$ cat src/rtl/cp0_exc_ctrl.sv
// Coprocessor-0 exception/interrupt controller.
// Sequences the fetch stage through handler entry and ERET. It holds the
// SR/Cause/EPC/PRId registers and exposes an MFC0/MTC0 port to the M stage.
module cp0_exc_ctrl #(
  parameter logic [31:0] PRID = 32'h4652_0800
) (
  input  logic        clk,
  input  logic        reset,
  input  logic        exc_req,
  input  logic [4:0]  exc_code,
  input  logic [31:0] exc_pc,
  input  logic        exc_bd,
  input  logic [5:0]  hw_int,
  input  logic        eret_req,
  input  logic        freeze_in,
  input  logic        cp0_we,
  input  logic [4:0]  cp0_addr,
  input  logic [31:0] cp0_wdata,
  output logic [31:0] cp0_rdata,
  output logic        goto_handler,
  output logic        eret,
  output logic [31:0] epc,
  output logic        freeze,
  output logic        flush
);

  typedef enum logic [1:0] {
    ST_RUN,
    ST_ENTRY,
    ST_HANDLER,
    ST_RETURN
  } state_e;

  localparam logic [4:0] ADDR_SR    = 5'd12;
  localparam logic [4:0] ADDR_CAUSE = 5'd13;
  localparam logic [4:0] ADDR_EPC   = 5'd14;
  localparam logic [4:0] ADDR_PRID  = 5'd15;

  state_e      state_q, state_d;
  logic        goto_q, eret_q, flush_q;

  logic [5:0]  im_q;
  logic        exl_q;
  logic        ie_q;
  logic        bd_q;
  logic [5:0]  ip_q;
  logic [4:0]  exc_code_q;
  logic [31:0] epc_q;

  logic        int_pend;
  logic        enter_first;   // RUN -> ENTRY
  logic        enter_nested;  // HANDLER -> ENTRY
  logic        leave_return;  // RETURN -> RUN
  logic [4:0]  entry_code;

  // Bits of the write data that no CP0 field stores.
  logic        unused_wdata;
  assign unused_wdata = ^{cp0_wdata[31:16], cp0_wdata[9:2]};

  assign int_pend = ie_q & ~exl_q & (|(im_q & ip_q));

  // Next-state decode. A pending exception always wins over ERET, and
  // interrupts are only taken from RUN.
  always_comb begin
    // NOTE: every output of this block gets a default first, so no path can
    // leave one unassigned and infer a latch.
    state_d      = state_q;
    enter_first  = 1'b0;
    enter_nested = 1'b0;
    leave_return = 1'b0;
    entry_code   = exc_code;
    unique case (state_q)
      ST_RUN: begin
        if (exc_req) begin
          state_d     = ST_ENTRY;
          enter_first = 1'b1;
        end else if (int_pend) begin
          state_d     = ST_ENTRY;
          enter_first = 1'b1;
          entry_code  = 5'd0;
        end else if (eret_req) begin
          state_d = ST_RETURN;
        end
      end
      ST_ENTRY: state_d = ST_HANDLER;
      ST_HANDLER: begin
        if (exc_req) begin
          state_d      = ST_ENTRY;
          enter_nested = 1'b1;
        end else if (eret_req) begin
          state_d = ST_RETURN;
        end
      end
      ST_RETURN: begin
        state_d      = ST_RUN;
        leave_return = 1'b1;
      end
      default: state_d = ST_RUN;
    endcase
  end

  // FSM state plus registered redirect/flush pulses, decoded from the next state.
  always_ff @(posedge clk) begin
    // NOTE: sequential state uses non-blocking assignments so every flop
    // samples pre-edge values regardless of statement order.
    if (reset) begin
      state_q <= ST_RUN;
      goto_q  <= 1'b0;
      eret_q  <= 1'b0;
      flush_q <= 1'b0;
    end else begin
      state_q <= state_d;
      goto_q  <= (state_d == ST_ENTRY);
      eret_q  <= (state_d == ST_RETURN);
      flush_q <= (state_d == ST_ENTRY) || (state_d == ST_RETURN);
    end
  end

  // CP0 registers. A hardware update of SR or EPC drops an MTC0 to it on the same edge.
  always_ff @(posedge clk) begin
    if (reset) begin
      im_q       <= '0;
      exl_q      <= 1'b0;
      ie_q       <= 1'b0;
      bd_q       <= 1'b0;
      ip_q       <= '0;
      exc_code_q <= '0;
      epc_q      <= '0;
    end else begin
      ip_q <= hw_int;

      if (enter_first) begin
        exl_q <= 1'b1;
      end else if (leave_return) begin
        exl_q <= 1'b0;
      end else if (cp0_we && cp0_addr == ADDR_SR) begin
        im_q  <= cp0_wdata[15:10];
        exl_q <= cp0_wdata[1];
        ie_q  <= cp0_wdata[0];
      end

      if (enter_first) begin
        epc_q <= exc_bd ? (exc_pc - 32'd4) : exc_pc;
      end else if (cp0_we && cp0_addr == ADDR_EPC) begin
        epc_q <= cp0_wdata;
      end

      if (enter_first || enter_nested) begin
        bd_q       <= exc_bd;
        exc_code_q <= entry_code;
      end
    end
  end

  // MFC0 read mux. Unimplemented addresses read zero.
  always_comb begin
    cp0_rdata = '0;
    unique case (cp0_addr)
      ADDR_SR:    cp0_rdata = {16'd0, im_q, 8'd0, exl_q, ie_q};
      ADDR_CAUSE: cp0_rdata = {bd_q, 15'd0, ip_q, 3'd0, exc_code_q, 2'd0};
      ADDR_EPC:   cp0_rdata = epc_q;
      ADDR_PRID:  cp0_rdata = PRID;
      default:    cp0_rdata = '0;
    endcase
  end

  assign goto_handler = goto_q;
  assign eret         = eret_q;
  assign flush        = flush_q;
  assign epc          = epc_q;
  assign freeze       = freeze_in & ~goto_q & ~eret_q;

endmodule

$ cat config.mk
export PLATFORM = sky130hd
export DESIGN_NAME = cp0_exc_ctrl
export DESIGN_NICKNAME = d
export VERILOG_FILES = /design/src/rtl/cp0_exc_ctrl.sv
export SDC_FILE = /design/constraint.sdc
export NUM_CORES = 1
export LEC_CHECK = 0
export CORE_ASPECT_RATIO = 0.75
export CORE_MARGIN = 2
export CORE_UTILIZATION = 60
export DETAILED_ROUTE_END_ITERATION = 10
export DONT_BUFFER_PORTS = 1
export GPL_TIMING_DRIVEN = 1
export PLACE_DENSITY = 0.74
export SLEW_MARGIN = 20
export SYNTH_ARGS = -nofsm -noshare
export SYNTH_HDL_FRONTEND = slang
export SYNTH_SLANG_ARGS = --single-unit
export TNS_END_PERCENT = 1
$ cat constraint.sdc
create_clock -name clk -period 4.9 [get_ports clk]
set_input_delay 0.245 -clock clk [delete_from_list [all_inputs] [get_ports clk]]
set_output_delay 0.245 -clock clk [all_outputs]
set_load 0.02 [all_outputs]
* Word level (Yosys, flattened, before mapping)
Index checks and enable logic that the tools add are counted.
Cells by class: $add $sub $neg 1, eq/ne operators 9, mux-type cells 21, bitwise operators 10, reduce and logical (&&, ||, !) cells 9
Operators with widths (number):
- one-hot mux 32 bit (4 select lines) | 1
- 2-to-1 mux 32 bit | 3
- subtractor 32 x 3 -> 32 bit, second input constant | 1
- == test 5 x 4 -> 1 bit, second input constant | 4
- 2-to-1 mux 5 bit | 3
- 2-to-1 mux 1 bit | 9
- 2-to-1 mux 2 bit | 4
- one-hot mux 2 bit (4 select lines) | 1
- bitwise AND 6 bit | 1
- == test 2 bit, second input constant | 3
- OR reduction 6 bit | 1
- inverter 1 bit | 5
- bitwise AND 1 bit | 4
- == test 2 x 1 -> 1 bit, second input constant | 2
- AND reduction 3 bit | 1
- nonzero test 3 bit | 1
- logical AND 1 bit | 2
- logical NOT 2 bit | 1
- logical OR 1 bit | 2
- nonzero test 2 bit | 1
Word-level totals: register bits after elaboration 57, input bits 87, word-level logic and storage cells 61

* Logic depth before layout (Yosys ltp)
Gate-level depths: netlist of the first run.
depth after elaboration 8, gate-level depth with buffers 8, gate-level depth less buffers 7

* Worst setup path before layout of the first run
OpenSTA, ideal clock, no wires.
path kind in2out, start point input port cp0_addr[0], end point output port cp0_rdata[14], arrival time 1.738 ns, required time 4.655 ns, setup slack 2.917 ns, stages on the path 7, cells stage by stage nor4bb_1 > clkbuf_1 > and2_1 > clkbuf_1 > clkbuf_1 > nand2_1 > o21ai_0
Between the ends: word-level cells in the longest chain between the ends 2, elaborated cells on any way between the ends 5, those cells by class eq/ne (4); mux (1)
RTL lines:
- start, declared | line 17 | input logic [4:0] cp0_addr,
- == test 5 x 4 -> 1 bit | line 158 | unique case (cp0_addr)
- one-hot mux 32 bit (4 select lines) * | line 158
- end, declared | line 19 | output logic [31:0] cp0_rdata,
Every way passes the cells marked *; elsewhere a longest branch is shown, timed or not.

* Final worst setup path of the first run
start point input port cp0_addr[0], end point register epc_q[25] (netlist: epc[25])
Between the ends: word-level cells in the longest chain between the ends 3
RTL lines:
- == test 5 x 4 -> 1 bit | line 144 | end else if (cp0_we && cp0_addr == ADDR_EPC) begin
- logical AND 1 bit | line 144
- nonzero test 2 bit (no source line)
- end signal, assigned | line 143 | epc_q <= exc_bd ? (exc_pc - 32'd4) : exc_pc;
- end signal, assigned | line 145 | epc_q <= cp0_wdata;
- end, declared | line 48 | logic [31:0] epc_q;
No other way between the ends. A chain may end at the register's enable or synchronous reset.

==> summary.txt, run 1 <==
FINISH
---------------------------------------------------------------------------------
Number of nets in the layout .......................................          466
Synth-to-Final Area Change .........................................        4.16%
Ratio of cells with drive above 1 in the final layout ..............        8.44%
Filler cell count in the final layout ..............................          491
Post-route insts no fill ...........................................          454
Antenna cells ......................................................            0
Post-route cell area ...............................................     3480 µm²

TIMING
---------------------------------------------------------------------------------
Worst clock skew ...................................................   0.00742 ns
Slew @ Worst Pin ...................................................     0.964 ns
Setup Viol. Count Final ............................................            0
Final worst setup slack ............................................      2.57 ns
Remaining max-slew budget at the tightest pin ......................        35.6%
Final period util ..................................................        47.6%
Total negative slack ...............................................         0 ns
Max frequency ......................................................      428 MHz
Unrepaired setup endpoints after global routing ....................           no
Clock period minus final worst setup slack .........................      2.33 ns
Final number of max-transition violations ..........................            0
Number of hold violations in the final report ......................            0

FLOORPLAN
---------------------------------------------------------------------------------
Number of placed I/O pins ..........................................          155
Row Count ..........................................................           23
Area of the die ....................................................     6180 µm²
Height of the die ..................................................      68.6 µm
Total core area ....................................................     5350 µm²
Starting density of the core .......................................        62.4%
Overall die width ..................................................      90.1 µm

YOSYS
---------------------------------------------------------------------------------
Synthesized area ...................................................     3340 µm²
Number of distinct library cells after synthesis ...................           53
Primary flip-flop cell chosen by synthesis mapping ................. sky130_fd_sc_hd__dfxtp_1
Register bit count reported by yosys ...............................           56
Top cell type by total area after synthesis ........................ sky130_fd_sc_hd__dfxtp_1
Mean instance size in the synthesized netlist ......................     8.43 µm²
Leading post-synthesis cells by cell area .......................... sky130_fd_sc_hd__dfxtp_1, sky130_fd_sc_hd__nand2_1, sky130_fd_sc_hd__xnor2_1
Number of warnings printed during yosys synthesis ..................            0
Net count of the mapped netlist ....................................          484
Sequential area share after synthesis ..............................        33.6%
Number of enable flip-flop cells after synthesis ...................            0
Share of the synthesized area in the top cell type .................        33.6%
Post-synthesis async set-or-reset flop share .......................           0%
Synthesized netlist cell count .....................................          396

CLOCKING
---------------------------------------------------------------------------------
CTS buffer count ...................................................            5
Buffer levels on the longest clock path ............................            2
Clock insertion delay at the later pin of the skew report ..........      0.31 ns
H-tree depth .......................................................            2
Clock root buffer .................................................. sky130_fd_sc_hd__clkbuf_8
Clock slew seen by the registers of the worst setup and hold paths .      0.11 ns
TritonCTS clock tree ...............................................         done
Sinks on the clock net .............................................           56

SETUP PATH
---------------------------------------------------------------------------------
Required @ worst endpoint ..........................................      5.06 ns
Peak fanout along the critical path ................................           19
Startpoint type of the worst setup path ............................    input pin
Critical Path Slowest Stage Cell ................................... sky130_fd_sc_hd__and2_1
Worst path buffer plus inverter count ..............................            1
Data arrival time of the worst path ................................      2.49 ns
CP max stage delay .................................................      0.63 ns
Worst path top cell family by delay ................................ simple AND/OR/NAND/NOR gates
Endpoint kind of the worst setup timing path .......................     register
Critical path type .................................................       in2reg
Chain of cells forming the critical path ........................... nor4bb_4, buf_4, and2_1, nand2_1, a21oi_1, a221oi_2

ROUTE
---------------------------------------------------------------------------------
Routed length per instance .........................................      20.9 µm
DR WL met2 .........................................................      4370 µm
Final wirelength ...................................................      9500 µm
DRC violation total after the first TritonRoute iteration ..........          148
Number of detailed-routing iterations run before antenna repair ....            5
Number of remaining DRC errors .....................................            0
Met3 WL ............................................................       968 µm
Antenna-violating nets left ........................................            0
Total number of vias ...............................................         2972
Highest metal used .................................................         met4
Post-DR vias/cell ..................................................         6.55
Met1 Wirelength ....................................................      4050 µm

RUN STATUS
---------------------------------------------------------------------------------
Status ............................................................. finished, final reports clean

GLOBAL ROUTE
---------------------------------------------------------------------------------
Global route overflow ..............................................            0
First-pass GRT wire length .........................................     14400 µm
Initial antenna violation count ....................................            0
Number of global-route vias before repair ..........................         2821
Overall global routing resource usage ..............................        29.6%
Maximum number of pins on one net before global-route repair .......           44

PLACED DESIGN
---------------------------------------------------------------------------------
Placed instance area ...............................................     3340 µm²
I/O Buffers ........................................................            0
Pre-CTS setup slack ................................................      2.28 ns
Placer congestion estimate .........................................        0.879
Dpl cells ..........................................................          442
DPL Wire Length ....................................................      6650 µm

POWER
---------------------------------------------------------------------------------
Power Density ......................................................   263 nW/µm²
Leakage dissipation ................................................      1.25 nW
Part of the total power dissipated in the clock network ............        28.3%
Relative contribution of combinational cells to total power ........        12.9%
Internal Pwr Total .................................................       640 µW
Worst voltage drop across the vdd grid .............................       147 µV
Final total power ..................................................       915 µW
Switch Pwr .........................................................       275 µW
Net Sw Frac ........................................................        30.0%
Sequential share of power ..........................................        58.8%

JOB
---------------------------------------------------------------------------------
Total of max-cap violations ........................................            0

HOLD PATH
---------------------------------------------------------------------------------
Worst hold path class ..............................................       in2reg

-- cell usage after synthesis (4+ instances only) --
| library cell | count |
|---|---|
| sky130_fd_sc_hd__nand2_1 | 48 |
| sky130_fd_sc_hd__nand4_1 | 4 |
| sky130_fd_sc_hd__nor4_1 | 4 |
| sky130_fd_sc_hd__nor2b_1 | 22 |
| sky130_fd_sc_hd__a21o_1 | 6 |
| sky130_fd_sc_hd__a22oi_1 | 9 |
| sky130_fd_sc_hd__a211oi_1 | 20 |
| sky130_fd_sc_hd__xnor2_1 | 18 |
| sky130_fd_sc_hd__xor2_1 | 10 |
| sky130_fd_sc_hd__dfxtp_1 | 56 |
| sky130_fd_sc_hd__nand3_1 | 4 |
| sky130_fd_sc_hd__mux2i_1 | 11 |
| sky130_fd_sc_hd__a211oi_2 | 4 |
| sky130_fd_sc_hd__nor2_1 | 32 |
| sky130_fd_sc_hd__a311oi_1 | 10 |
| sky130_fd_sc_hd__a22o_1 | 6 |
| sky130_fd_sc_hd__a21oi_1 | 17 |
| sky130_fd_sc_hd__nor3_2 | 4 |
| sky130_fd_sc_hd__nor3_1 | 5 |
| sky130_fd_sc_hd__buf_2 | 6 |
| sky130_fd_sc_hd__or3_1 | 5 |
| sky130_fd_sc_hd__a221oi_1 | 9 |
| sky130_fd_sc_hd__clkbuf_1 | 23 |
| sky130_fd_sc_hd__and3_1 | 15 |
| sky130_fd_sc_hd__nand3b_1 | 5 |
| sky130_fd_sc_hd__o21ai_0 | 6 |
-- final timing paths --
path	end	slack (ns)	start	cells past startpoint
worst max-delay path	epc[25]	2.57	cp0_addr[0]	6
worst max register to register	goto_handler	2.73	flush	5
worst min register to register	exc_code_q[1]	0.46	exc_code_q[1]	2
worst min-delay path	ip_q[4]	0.06	hw_int[4]	1
-- layer usage --
metal	vias up	track usage (%)
met5	-	0
met4	0	7.88
met3	8	10.3
met2	143	50.8
met1	1408	36.3
li1	1413	-
-- worst reg2reg max path, delay by kind of cell, from the launching register on --
family | cells | cell delay [ns]
AND/OR/NAND/NOR | 4 | 1.23
AO/OA/AOI/OAI | 1 | 0.21
flip-flops | 1 | 0.65
-- metrics by stage --
| stage | utilization (%) | hold WS [ns] |
|---|---|---|
| after floorplan | - | 0.373 |
| after global placement | 62.4 | 0.320 |
| after detailed placement | 62.4 | 0.320 |
| after CTS | 64.8 | 0.0000163 |
| after global routing | 65.0 | 0.0487 |
| final | 65.0 | 0.0561 |
-- registers in the layout, indices dropped and copies added (netlist names) --
signal / count
im_q: 6
exl_q: 1
bd_q: 1
flush: 1
epc: 32
state_q: 1
ie_q: 1
ip_q: 6
eret: 1
goto_handler: 1
exc_code_q: 5
-- layout by cell type, fill, tap and decap left out, types with 6 or more instances in the layout --
| cell | n |
|---|---|
| sky130_fd_sc_hd__nand2_1 | 48 |
| sky130_fd_sc_hd__a22o_1 | 6 |
| sky130_fd_sc_hd__a21o_1 | 6 |
| sky130_fd_sc_hd__nor2_1 | 31 |
| sky130_fd_sc_hd__xor2_1 | 10 |
| sky130_fd_sc_hd__a221oi_1 | 9 |
| sky130_fd_sc_hd__a22oi_1 | 9 |
| sky130_fd_sc_hd__nor2b_1 | 22 |
| sky130_fd_sc_hd__a211oi_1 | 20 |
| sky130_fd_sc_hd__o21ai_0 | 6 |
| sky130_fd_sc_hd__xnor2_1 | 18 |
| sky130_fd_sc_hd__dfxtp_1 | 56 |
| sky130_fd_sc_hd__a21oi_1 | 17 |
| sky130_fd_sc_hd__mux2i_1 | 11 |
| sky130_fd_sc_hd__and3_1 | 15 |
| sky130_fd_sc_hd__a311oi_1 | 10 |
-- what timing repair did --
action | in CTS | in global routing
hold buffers | 3 | 1
hold endpoints to repair | 43 | 2
setup buffers | 0 | 0
gates resized for setup | 0 | 0
-- power by group through the flow --
stage                     sequential [mW]  clock, mW  combinational [mW]
after floorplan                     0.538          0               0.101
after global placement              0.548          0               0.102
after detailed placement            0.548          0               0.105
after CTS                           0.538      0.262               0.116
after global routing                0.542      0.277               0.131
final                               0.538      0.259               0.118
-- cell type report --
cell class                 count  area [µm²]  share of cell area (%)
sequential                    56        1120                    32.2
clock inverter                 2        16.3                   0.468
timing repair buffer           6        65.1                    1.87
multi-input combinational    307        2100                    60.4
tap                           75        93.8                    2.70
clock buffer                   6        72.6                    2.09
inverter                       2        7.51                   0.216
-- logic make-up after synthesis --
logic type / count (synthesis) / share of synthesized area (%)
AND/OR/NAND/NOR: 172 / 29.9
adder cells (fa/ha/maj): 1 / 0.375
AO/OA/AOI/OAI: 95 / 21.3
buffers and inverters: 33 / 4.16
XOR/XNOR: 28 / 7.35
flip-flops: 56 / 33.6
multiplexers: 11 / 3.30
Power figures use the tool's default switching activity.
==> run 2: changes to the inputs <==
- clock period: 4.9 -> 2.2 ns (I/O delays scaled with it)
==> summary.txt, run 2 (synthesis gave the netlist of run 1 again) <==
SETUP PATH
---------------------------------------------------------------------------------
Critical Path Slowest Stage Cell ................................... sky130_fd_sc_hd__nor2_2
First element of the critical path .................................      im_q[3]
Worst reg2reg setup slack ..........................................      0.07 ns   -2.66 ns
Required @ worst endpoint ..........................................      2.43 ns   -2.63 ns
CP max stage delay .................................................      0.87 ns   +0.24 ns
Logic depth of the worst path, buffers included ....................            5   -1
Startpoint type of the worst setup path ............................     register
Critical Path Most Common Cell ..................................... sky130_fd_sc_hd__a211oi_1
Reg-to-reg startpoint ..............................................      im_q[3]
Data arrival time of the worst path ................................      2.36 ns   -0.13 ns
Critical path type .................................................      reg2reg
Worst path buffer plus inverter count ..............................            0   -1
Worst Setup EP .....................................................      epc[10]
Endpoint kind of the worst setup timing path .......................     register
Length in cells of the worst reg-to-reg path .......................            5   unchanged
Reg-to-reg endpoint ................................................      epc[10]
Chain of cells forming the critical path ........................... a22oi_1, and4b_1, nor2_2, a211oi_1, a211oi_1
Peak fanout along the critical path ................................           21   +2
Worst path top cell family by delay ................................ simple AND/OR/NAND/NOR gates

POWER
---------------------------------------------------------------------------------
Net Sw Frac ........................................................        30.1%   +0.098 points
Switch Pwr .........................................................       638 µW   +130%
Power Density ......................................................   529 nW/µm²   +100%
Relative contribution of combinational cells to total power ........        16.3%   +3.4 points
Leakage dissipation ................................................      1.50 nW   +20%
Final total power ..................................................      2.12 mW   +130%
Worst voltage drop across the vdd grid .............................       448 µV   +200%
Internal Pwr Total .................................................      1.48 mW   +130%
Sequential share of power ..........................................        56.4%   -2.4 points
Part of the total power dissipated in the clock network ............        27.3%   -1.0 points

GLOBAL ROUTE
---------------------------------------------------------------------------------
Global route overflow ..............................................            0   unchanged
Initial antenna violation count ....................................            0   unchanged
Number of global-route vias before repair ..........................         3020   +7.1%
Maximum number of pins on one net before global-route repair .......           55   +25%
First-pass GRT wire length .........................................     15600 µm   +8.4%
Overall global routing resource usage ..............................        32.0%   +2.4 points

FINISH
---------------------------------------------------------------------------------
Filler cell count in the final layout ..............................          431   -12%
Commonest non-fill, non-tap cells in the layout .................... sky130_fd_sc_hd__dfxtp_1, sky130_fd_sc_hd__nand2_1, sky130_fd_sc_hd__dlygate4sd3_1
Number of nets in the layout .......................................          521   +12%
Synth-to-Final Area Change .........................................        20.0%
Final core area utilization ........................................        74.8%   +9.9 points
Max FFs per register ...............................................           32   unchanged
Antenna cells ......................................................            0   unchanged
Ratio of cells with drive above 1 in the final layout ..............        11.5%   +3.1 points
Commonest non-fill, non-tap cell in the layout ..................... sky130_fd_sc_hd__dfxtp_1

CLOCKING
---------------------------------------------------------------------------------
Clock slew seen by the registers of the worst setup and hold paths .      0.11 ns   about the same
Clock root buffer .................................................. sky130_fd_sc_hd__clkbuf_8
H-tree depth .......................................................            2   unchanged
Setup bufs post-CTS ................................................            0   unchanged
Buffer levels on the longest clock path ............................            2   unchanged
CTS buffer count ...................................................            5   unchanged
Sinks on the clock net .............................................           56   unchanged
TritonCTS clock tree ...............................................         done
Clock insertion delay at the later pin of the skew report ..........      0.31 ns   about the same
Post_cts resized ...................................................            0   unchanged

ROUTE
---------------------------------------------------------------------------------
DRC violation total after the first TritonRoute iteration ..........          214   +45%
Number of remaining DRC errors .....................................            0   unchanged
Antenna-violating nets left ........................................            0   unchanged
Post-DR vias/cell ..................................................         6.41   -2.1%
Total number of vias ...............................................         3261   +9.7%
Number of detailed-routing iterations run before antenna repair ....            5   unchanged
Final wirelength ...................................................     10400 µm   +9.5%
Routed length per instance .........................................      20.4 µm   -2.3%

FLOORPLAN
---------------------------------------------------------------------------------
Height of the die ..................................................      68.6 µm   unchanged
Overall die width ..................................................      90.1 µm   unchanged
Row Count ..........................................................           23   unchanged
Total core area ....................................................     5350 µm²   unchanged
Number of placed I/O pins ..........................................          155   unchanged
Starting density of the core .......................................        62.4%   unchanged
Area of the die ....................................................     6180 µm²   unchanged

JOB
---------------------------------------------------------------------------------
Total of max-cap violations ........................................            0   unchanged

TIMING
---------------------------------------------------------------------------------
Setup Viol. Count Final ............................................            0   unchanged
Unrepaired setup endpoints after global routing ....................           no
Max frequency ......................................................      469 MHz
Remaining max-slew budget at the tightest pin ......................        27.7%   -7.9 points
Number of hold violations in the final report ......................            0   unchanged
Slew @ Worst Pin ...................................................      1.08 ns   +0.119 ns
Clock period minus final worst setup slack .........................      2.13 ns
Final number of max-transition violations ..........................            0   unchanged
Final period util ..................................................        96.8%
Worst clock skew ...................................................   0.00998 ns   +0.00256 ns
Total negative slack ...............................................         0 ns   unchanged

PLACED DESIGN
---------------------------------------------------------------------------------
DPL Wire Length ....................................................      7070 µm   +6.4%
I/O Buffers ........................................................            0   unchanged
Placer congestion estimate .........................................        0.894   +1.7%

HOLD PATH
---------------------------------------------------------------------------------
Worst hold path class ..............................................       in2reg
Startpoint of the tightest hold check path .........................   exc_pc[12]

RUN STATUS
---------------------------------------------------------------------------------
Status ............................................................. finished, final reports clean

[run 2: cell count changes in the layout (fill, tap and decap cells not counted), sizes merged]
cell	change
buf	+16
clkbuf	-1
dlygate4sd3	+38
inv	+1
nor2	+1
[run 2: power groups by stage]
stage | Combinational (mW) | Clock (mW) | Sequential, mW
after global routing | 0.379 | 0.624 | 1.20
after global placement | 0.245 | 0 | 1.21
after detailed placement | 0.254 | 0 | 1.22
final | 0.346 | 0.578 | 1.19
after CTS | 0.337 | 0.589 | 1.19
after floorplan | 0.225 | 0 | 1.20
[run 2: area by class of cell]
| cell class | count | area, µm² | share of cell area (%) |
|---|---|---|---|
| Sequential cell | 56 | 1120 | 28.0 |
| Clock inverter | 3 | 21.3 | 0.531 |
| Timing Repair Buffer | 60 | 586 | 14.6 |
| Inverter | 2 | 7.51 | 0.187 |
| Multi-Input combinational cell | 308 | 2110 | 52.6 |
| Tap cell | 75 | 93.8 | 2.34 |
| Clock buffer | 5 | 68.8 | 1.72 |
[run 2: metrics by stage]
stage               hold WS (ns)  setup WS (ns)  instances  instance area (µm²)
floorplan                  0.238          0.380        396                 3340
global placement           0.183          0.285        458                 3470
detailed placement         0.185          0.227        458                 3470
CTS                    0.0000596          0.196        508                 4000
global route             0.00607         0.0234        509                 4010
finish                   0.00800         0.0695        509                 4010
[run 2: per-layer routing]
metal / global-route usage [%] / vias to the layer above / part of all wire, %
li1: - / 1527 / -
met1: 40.5 / 1566 / 42
met2: 55.5 / 160 / 48
met3: 9.78 / 8 / 9.3
met4: 6.54 / 0 / 0.83
met5: 0 / - / 0
[run 2: worst min-delay path by stage]
stage          endpoint  cells past startpoint
6_report        epc[12]                      2
2_1_floorplan   ip_q[0]                      1
4_1_cts         epc[24]                      2
5_1_grt         epc[12]                      2
3_5_place_dp    epc[28]                      1
3_3_place_gp    epc[23]                      1
[run 2: what timing repair did]
action | CTS | global route
hold buffers | 42 | 0
hold endpoints to repair | 54 | 0
setup endpoints to repair | 0 | 2
